===== config.mk =====
export PLATFORM = sky130hd
export DESIGN_NAME = rr_arbiter4_flat
export DESIGN_NICKNAME = d
export VERILOG_FILES = /design/src/rtl/rr_arbiter4_if.sv /design/src/rtl/rr_arbiter4.sv /design/src/flat_wrapper.sv
export SDC_FILE = /design/constraint.sdc
export NUM_CORES = 1
export LEC_CHECK = 0
export CAP_MARGIN = 0
export CORE_AREA = 2 2 53 55
export DETAILED_ROUTE_END_ITERATION = 16
export DIE_AREA = 0 0 55 57
export GPL_TIMING_DRIVEN = 0
export PLACE_DENSITY = 0.74
export SLEW_MARGIN = 20
export SYNTH_ARGS = -nofsm -noshare
export SYNTH_HDL_FRONTEND = slang
export SYNTH_SLANG_ARGS = --single-unit

===== constraint.sdc =====
create_clock -name clk -period 1.6 [get_ports clk]
set_input_delay 0.16 -clock clk [delete_from_list [all_inputs] [get_ports clk]]
set_output_delay 0.16 -clock clk [all_outputs]
set_load 0.02 [all_outputs]

===== src/rtl/rr_arbiter4_if.sv =====
// ---------------------------------------------------------------------------
// rr_arbiter4_if
// Bus between the four requesters and the round-robin arbiter.
//
// Handshake: a requester holds req[n] high for as long as it wants the
// shared resource. The arbiter answers with a registered one-hot grant,
// gnt_idx and gnt_valid. The owner keeps req[n] high while it uses the
// resource and ends its tenure by pulsing done or by dropping req[n]. Other
// requesters keep waiting; there is no preemption.
//
// Signals:
//   req       requester -> arbiter  4  request vector, bit n = requester n
//   done      requester -> arbiter  1  current owner finished
//   grant     arbiter -> requester  4  one-hot grant, zero when no owner
//   gnt_idx   arbiter -> requester  2  encoded grant index (held when idle)
//   gnt_valid arbiter -> requester  1  a grant is active
//   timeout   arbiter -> requester  1  one-cycle pulse on forced release
//
// Modports:
//   master  requester side (drives req/done)
//   slave   arbiter side   (drives grant/gnt_idx/gnt_valid/timeout)
// ---------------------------------------------------------------------------
interface rr_arbiter4_if;
  logic [3:0] req;
  logic       done;
  logic [3:0] grant;
  logic [1:0] gnt_idx;
  logic       gnt_valid;
  logic       timeout;

  modport master (
    output req,
    output done,
    input  grant,
    input  gnt_idx,
    input  gnt_valid,
    input  timeout
  );

  modport slave (
    input  req,
    input  done,
    output grant,
    output gnt_idx,
    output gnt_valid,
    output timeout
  );
endinterface


===== src/rtl/rr_arbiter4.sv =====
// ---------------------------------------------------------------------------
// rr_arbiter4
// Four-requester round-robin arbiter for one shared resource.
//
// A requester is selected by searching req from ptr+1 upward (mod 4), where
// ptr is the index of the most recent owner. The winner holds the grant
// until it pulses done or drops its request. Every release passes through a
// single RELEASE cycle with the grant cleared, so the datapath mux always
// sees at least one idle cycle between owners.
//
// Optional feature (macro RR_ARBITER4_TIMEOUT_EN):
//   When defined, an owner that keeps the grant for MAX_HOLD cycles is
//   released forcibly and timeout pulses for one cycle. When undefined the
//   grant is held indefinitely and timeout is tied low.
//
// Parameters:
//   MAX_HOLD  grant cycles before forced release (1..255)
//   CNT_W     hold counter width, 2**CNT_W > MAX_HOLD
//
// Ports:
//   clk             clock, all state changes on the rising edge
//   rst             synchronous active-high reset
//   bus             rr_arbiter4_if.slave (req, done in; grant, gnt_idx,
//                   gnt_valid, timeout out; all outputs registered)
//   dbg_state       current FSM state (IDLE=0, GRANT=1, RELEASE=2)
//   dbg_hold_cnt    cycles the current owner has held the grant
//   dbg_hold_limit  hold counter has reached MAX_HOLD-1
// ---------------------------------------------------------------------------
module rr_arbiter4 #(
  parameter int MAX_HOLD = 15,
  parameter int CNT_W    = 8
) (
  input  logic             clk,
  input  logic             rst,
  rr_arbiter4_if.slave     bus,
  output logic [1:0]       dbg_state,
  output logic [CNT_W-1:0] dbg_hold_cnt,
  output logic             dbg_hold_limit
);

  localparam logic [1:0] S_IDLE    = 2'd0;
  localparam logic [1:0] S_GRANT   = 2'd1;
  localparam logic [1:0] S_RELEASE = 2'd2;

  localparam logic [CNT_W-1:0] HOLD_LAST = CNT_W'(MAX_HOLD - 1);

  // Registered state
  logic [1:0]       state_q;
  logic [1:0]       ptr_q;
  logic [3:0]       grant_q;
  logic [1:0]       idx_q;
  logic             valid_q;
  logic             timeout_q;
  logic [CNT_W-1:0] hold_q;

  // Next-state values
  logic [1:0]       state_d;
  logic [1:0]       ptr_d;
  logic [3:0]       grant_d;
  logic [1:0]       idx_d;
  logic             valid_d;
  logic             timeout_d;
  logic [CNT_W-1:0] hold_d;

  // Selection result
  logic             sel_found;
  logic [1:0]       sel_idx;

  // Release qualifiers
  logic             release_cond;
  logic             force_release;

  // -------------------------------------------------------------------------
  // Round-robin selection: first requester at ptr+1, ptr+2, ptr+3, ptr.
  // The 2-bit add wraps naturally, so the fourth candidate is ptr itself,
  // which lets a lone requester win again right after its own release.
  // -------------------------------------------------------------------------
  always_comb begin
    logic [1:0] cand;
    sel_found = 1'b0;
    sel_idx   = ptr_q;
    cand      = ptr_q;
    for (int i = 1; i <= 4; i++) begin
      cand = ptr_q + i[1:0];
      if (!sel_found && bus.req[cand]) begin
        sel_found = 1'b1;
        sel_idx   = cand;
      end
    end
  end

  // The owner is done when it says so or stops asking. Both at once is a
  // single release since it is one condition evaluated once per cycle.
  assign release_cond = bus.done || !bus.req[idx_q];

`ifdef RR_ARBITER4_TIMEOUT_EN
  // hold_q counts from 0 in the first GRANT cycle, so reaching MAX_HOLD-1
  // means this is the MAX_HOLD-th cycle of ownership.
  assign force_release = (state_q == S_GRANT) && !release_cond &&
                         (hold_q == HOLD_LAST);
`else
  assign force_release = 1'b0;
`endif

  // -------------------------------------------------------------------------
  // Next-state logic
  // -------------------------------------------------------------------------
  always_comb begin
    state_d   = state_q;
    ptr_d     = ptr_q;
    grant_d   = grant_q;
    idx_d     = idx_q;
    valid_d   = valid_q;
    timeout_d = 1'b0;
    hold_d    = hold_q;

    case (state_q)
      S_IDLE: begin
        // done is meaningless without an owner and is ignored here.
        if (sel_found) begin
          state_d = S_GRANT;
          grant_d = 4'b0001 << sel_idx;
          idx_d   = sel_idx;
          valid_d = 1'b1;
          hold_d  = '0;
        end
      end

      S_GRANT: begin
        if (hold_q != '1) begin
          hold_d = hold_q + CNT_W'(1);
        end
        if (release_cond || force_release) begin
          // gnt_idx keeps the last owner so the datapath steering is stable
          // through the idle slot; ptr moves so that owner goes to the back.
          state_d   = S_RELEASE;
          grant_d   = 4'b0000;
          valid_d   = 1'b0;
          ptr_d     = idx_q;
          timeout_d = force_release;
        end
      end

      S_RELEASE: begin
        // ptr already names the owner just released, so the search starts
        // with its right-hand neighbour.
        if (sel_found) begin
          state_d = S_GRANT;
          grant_d = 4'b0001 << sel_idx;
          idx_d   = sel_idx;
          valid_d = 1'b1;
          hold_d  = '0;
        end else begin
          state_d = S_IDLE;
        end
      end

      default: begin
        state_d = S_IDLE;
        grant_d = 4'b0000;
        valid_d = 1'b0;
      end
    endcase
  end

  // -------------------------------------------------------------------------
  // State registers; reset wins over any grant in progress.
  // -------------------------------------------------------------------------
  always_ff @(posedge clk) begin
    if (rst) begin
      state_q   <= S_IDLE;
      ptr_q     <= 2'd3;  // requester 0 searched first after reset
      grant_q   <= 4'b0000;
      idx_q     <= 2'd0;
      valid_q   <= 1'b0;
      timeout_q <= 1'b0;
      hold_q    <= '0;
    end else begin
      state_q   <= state_d;
      ptr_q     <= ptr_d;
      grant_q   <= grant_d;
      idx_q     <= idx_d;
      valid_q   <= valid_d;
      timeout_q <= timeout_d;
      hold_q    <= hold_d;
    end
  end

  // -------------------------------------------------------------------------
  // Outputs: straight from registers, no input-to-output paths.
  // -------------------------------------------------------------------------
  assign bus.grant     = grant_q;
  assign bus.gnt_idx   = idx_q;
  assign bus.gnt_valid = valid_q;
  assign bus.timeout   = timeout_q;

  assign dbg_state      = state_q;
  assign dbg_hold_cnt   = hold_q;
  assign dbg_hold_limit = (hold_q >= HOLD_LAST);

endmodule


===== src/flat_wrapper.sv =====
// flat-port wrapper written by rule: the top's interface ports become plain ports
module rr_arbiter4_flat 
#(
  parameter int MAX_HOLD = 15,
  parameter int CNT_W    = 8
)
  (clk, rst, dbg_state, dbg_hold_cnt, dbg_hold_limit, bus_req, bus_done, bus_grant, bus_gnt_idx, bus_gnt_valid, bus_timeout);
  rr_arbiter4_if bus_i ();
  input  logic clk;
  input  logic rst;
  output logic [1:0] dbg_state;
  output logic [CNT_W-1:0] dbg_hold_cnt;
  output logic dbg_hold_limit;
  input wire logic [$bits(bus_i.req)-1:0] bus_req;
  input wire logic [$bits(bus_i.done)-1:0] bus_done;
  output wire logic [$bits(bus_i.grant)-1:0] bus_grant;
  output wire logic [$bits(bus_i.gnt_idx)-1:0] bus_gnt_idx;
  output wire logic [$bits(bus_i.gnt_valid)-1:0] bus_gnt_valid;
  output wire logic [$bits(bus_i.timeout)-1:0] bus_timeout;
  assign bus_i.req = bus_req;
  assign bus_i.done = bus_done;
  assign bus_grant = bus_i.grant;
  assign bus_gnt_idx = bus_i.gnt_idx;
  assign bus_gnt_valid = bus_i.gnt_valid;
  assign bus_timeout = bus_i.timeout;
  rr_arbiter4 #(.MAX_HOLD(MAX_HOLD), .CNT_W(CNT_W)) u_core (.clk(clk), .rst(rst), .bus(bus_i), .dbg_state(dbg_state), .dbg_hold_cnt(dbg_hold_cnt), .dbg_hold_limit(dbg_hold_limit));
endmodule

==> results.txt <==
Status: finished clean
Die width: 55 um
Nets: 173
Worst-Margin Slew: 0.5317 ns
Clock Tree Root: clkbuf_4
Antenna Nets Post-Route: 0
Min-delay worst type: flop to flop
Global route total overflow: 0
Num CTS Buffers: 3
Vias per cell: 5.758
Number of synthesized flops with an enable pin: 0
Worst-path clk slew: 0.11 ns
Initial Util: 0.4029
Die span in y: 57 um
List of most frequent post-synthesis cells: dfxtp_1 (19), a21oi_1 (12), nand2_1 (9), nor2_1 (7), or4_1 (7)
Post-layout min period: 1.592 ns
RSZ-0062 raised after global routing: yes
Row cnt: 19
Max-slew violations: 0
Placer Congestion: 0.7450
FF+latch count, synth: 19
Layout area overhead: 48.69%
Synth area leaders: dfxtp_1 (36%), a21oi_1 (5.7%), or4_1 (5.0%)
Hold Violations, Final: 0
Final Skew: 0.002056 ns
Crit Reg-Reg Startpoint: u_core.dbg_hold_cnt[0]
Setup crit end: u_core.dbg_hold_cnt[3]
NetSw: 0.3324 mW
Share of layout cells above drive strength 1: 0.3006
CTS tree: yes
R2R setup slack: 0.008 ns
Synth Flop Type: dfxtp_1
Worst-Skew Late Latency: 0.30 ns
CTS HTree Levels: 1
Drt total wl: 2618 um
Syn Std Cell Area: 1054 sq um
Core region area: 2615 sq um
Critical path launch point type: flop
Clock buffer depth: 2
Avg WL per Cell: 13.49 um
Antenna violations before repair: 0
Net count after synthesis: 131
Async SR Flop Fraction: 0
Vias in the first global route: 1,001
Gate Count Post-Synth: 122
CTS Hold Buffers Added: 0
Internal power: 0.7384 mW
Area leader, netlist: dfxtp_1
Pre-antenna DRT Iters: 4
Avg Synthesized Cell Area: 8.635 sq um
DRC violations left: 0
Worst Path Max Fanout: 6
Comb power frac: 0.271
Sequential share of power: 0.499
Sink Count: 19
Clock power frac: 0.230
Via count: 1,117
Max VDD drop: 547.0 uV
Count leader, synth: dfxtp_1
Antenna Cells: 0
Leak: 0.6701 nW
Die area: 3135 sq um
First-pass GRT wire length: 4195 um
Hpwl dp: 1781 um
Post-synth top area share: 0.3610
Synth cell types: 50
Final worst path period share: 0.9947
Crit path capture type: flop
Data arrival, critical path: 1.83 ns
Sw frac: 0.3104
FF-to-FF End: u_core.dbg_hold_cnt[3]
Setup TNS Final: 0 ns
Slew HR: 0.6455
Max-cap violations: 0
Pin count of the biggest net entering global routing: 12
Post-synthesis sequential area ratio: 0.3610
Hold slack: 0.4654 ns
DR iter-0 viols: 9
Reg2reg path depth: 6
Final Setup Violations: 0
Critical path type: flop to flop
Crit path launch: u_core.dbg_hold_cnt[0]
Post-route non-filler standard cell count: 194
Max Freq: 0.6283 GHz
Placed insts: 177
Io pins: 26
Total track usage: 0.1760
Pwr Density: 683.6 nW/um^2
Worst path required time: 1.84 ns
I/O Buffers: 24
Yosys warning count: 0
[metal layers]
layer	part of all wire	global-route usage	wire, um
met4	0.0061	0.04181	16
met3	0.063	0.03141	166
met2	0.51	0.3112	1344
met5	0	0	0
met1	0.42	0.2151	1091
[worst min path at each step]
| stage | from | end | cells after the start |
|---|---|---|---|
| finish | u_core.bus.gnt_valid | u_core.bus.gnt_valid | 1 |
| global route | bus_req[0] | u_core.bus.gnt_idx[0] | 4 |
| CTS | u_core.bus.gnt_valid | u_core.bus.gnt_valid | 1 |
| detailed placement | u_core.bus.gnt_valid | u_core.bus.gnt_valid | 1 |
| global placement | u_core.bus.gnt_valid | u_core.bus.gnt_valid | 1 |
| floorplan | rst | u_core.bus.grant[3] | 3 |
[sequential cells by signal, indices dropped and copies added (netlist names)]
signal / flops
u_core.bus.gnt_valid: 1
u_core.ptr_q: 2
u_core.dbg_state: 2
u_core.bus.grant: 4
u_core.bus.gnt_idx: 2
u_core.dbg_hold_cnt: 8
[stage by stage]
stage	cell area (sq um)	util	worst slack [ns]	power [mW]
6_report	1567	0.5990	0.008425	1.071
5_1_grt	1567	0.5990	-0.02932	1.134
4_1_cts	1458	0.5574	0.0008847	1.055
3_5_place_dp	1334	0.5100	-0.3580	0.7958
3_3_place_gp	1334	0.5100	-0.3263	0.7889
2_1_floorplan	1055	-	-0.002096	0.6950
[placed cells by master (no fill, tap or decap), drive strengths merged, types with 2 or more instances in the layout]
| master | instances |
|---|---|
| dfxtp | 19 |
| buf | 18 |
| clkdlybuf4s50 | 16 |
| a21oi | 13 |
| nand2 | 9 |
| nor2 | 8 |
| or4 | 8 |
| dlymetal6s2s | 6 |
| o21ai | 6 |
| inv | 5 |
| o31ai | 5 |
| clkbuf | 5 |
| nor3 | 4 |
| nor2b | 3 |
| nand2b | 3 |
| and2 | 2 |
| or3 | 2 |
| mux2 | 2 |
| a22o | 2 |
| nor4 | 2 |
| nor3b | 2 |
| a21o | 2 |
| ha | 2 |
[final cells by class]
class / instances / area [sq um]
Fill cell: 250 / 1049
Multi-Input combinational cell: 92 / 693.2
Sequential cell: 19 / 392.9
Timing Repair Buffer: 38 / 361.6
Tap cell: 31 / 38.79
Buffer: 5 / 33.78
Clock buffer: 3 / 22.52
Inverter: 5 / 18.77
Clock inverter: 1 / 5.005
[critical path: stages (launching register included)]
cell     delay, ns
dfxtp_4       0.38
ha_4          0.15
nand4_1       0.17
nor3b_4       0.08
buf_6         0.14
or4_4         0.47
a21oi_2       0.14
[kinds of logic after synthesis]
logic type                 after synthesis  synth area share
and+or+nand+nor                         50            0.2934
AOI/OAI and AO/OA                       36            0.2364
DFF                                     19            0.3610
buffers and inverters                   11           0.05107
muxes                                    3           0.03088
adders and majority gates                2           0.02375
other                                    1          0.003560
[repair_timing]
| action | CTS | global route |
|---|---|---|
| pin swaps | 8 | 12 |
| gates resized for setup | 14 | 23 |
| setup buffers | 7 | 7 |
| endpoints found under the setup margin | 12 | 20 |
[power by group through the flow]
stage | clock [mW] | sequential (mW) | combinational (mW)
after global routing | 0.280 | 0.540 | 0.314
after CTS | 0.253 | 0.529 | 0.272
after floorplan | 0 | 0.565 | 0.130
final | 0.247 | 0.534 | 0.290
after detailed placement | 0 | 0.541 | 0.254
after global placement | 0 | 0.540 | 0.249
Note: power is estimated with default switching activity, not from simulation.
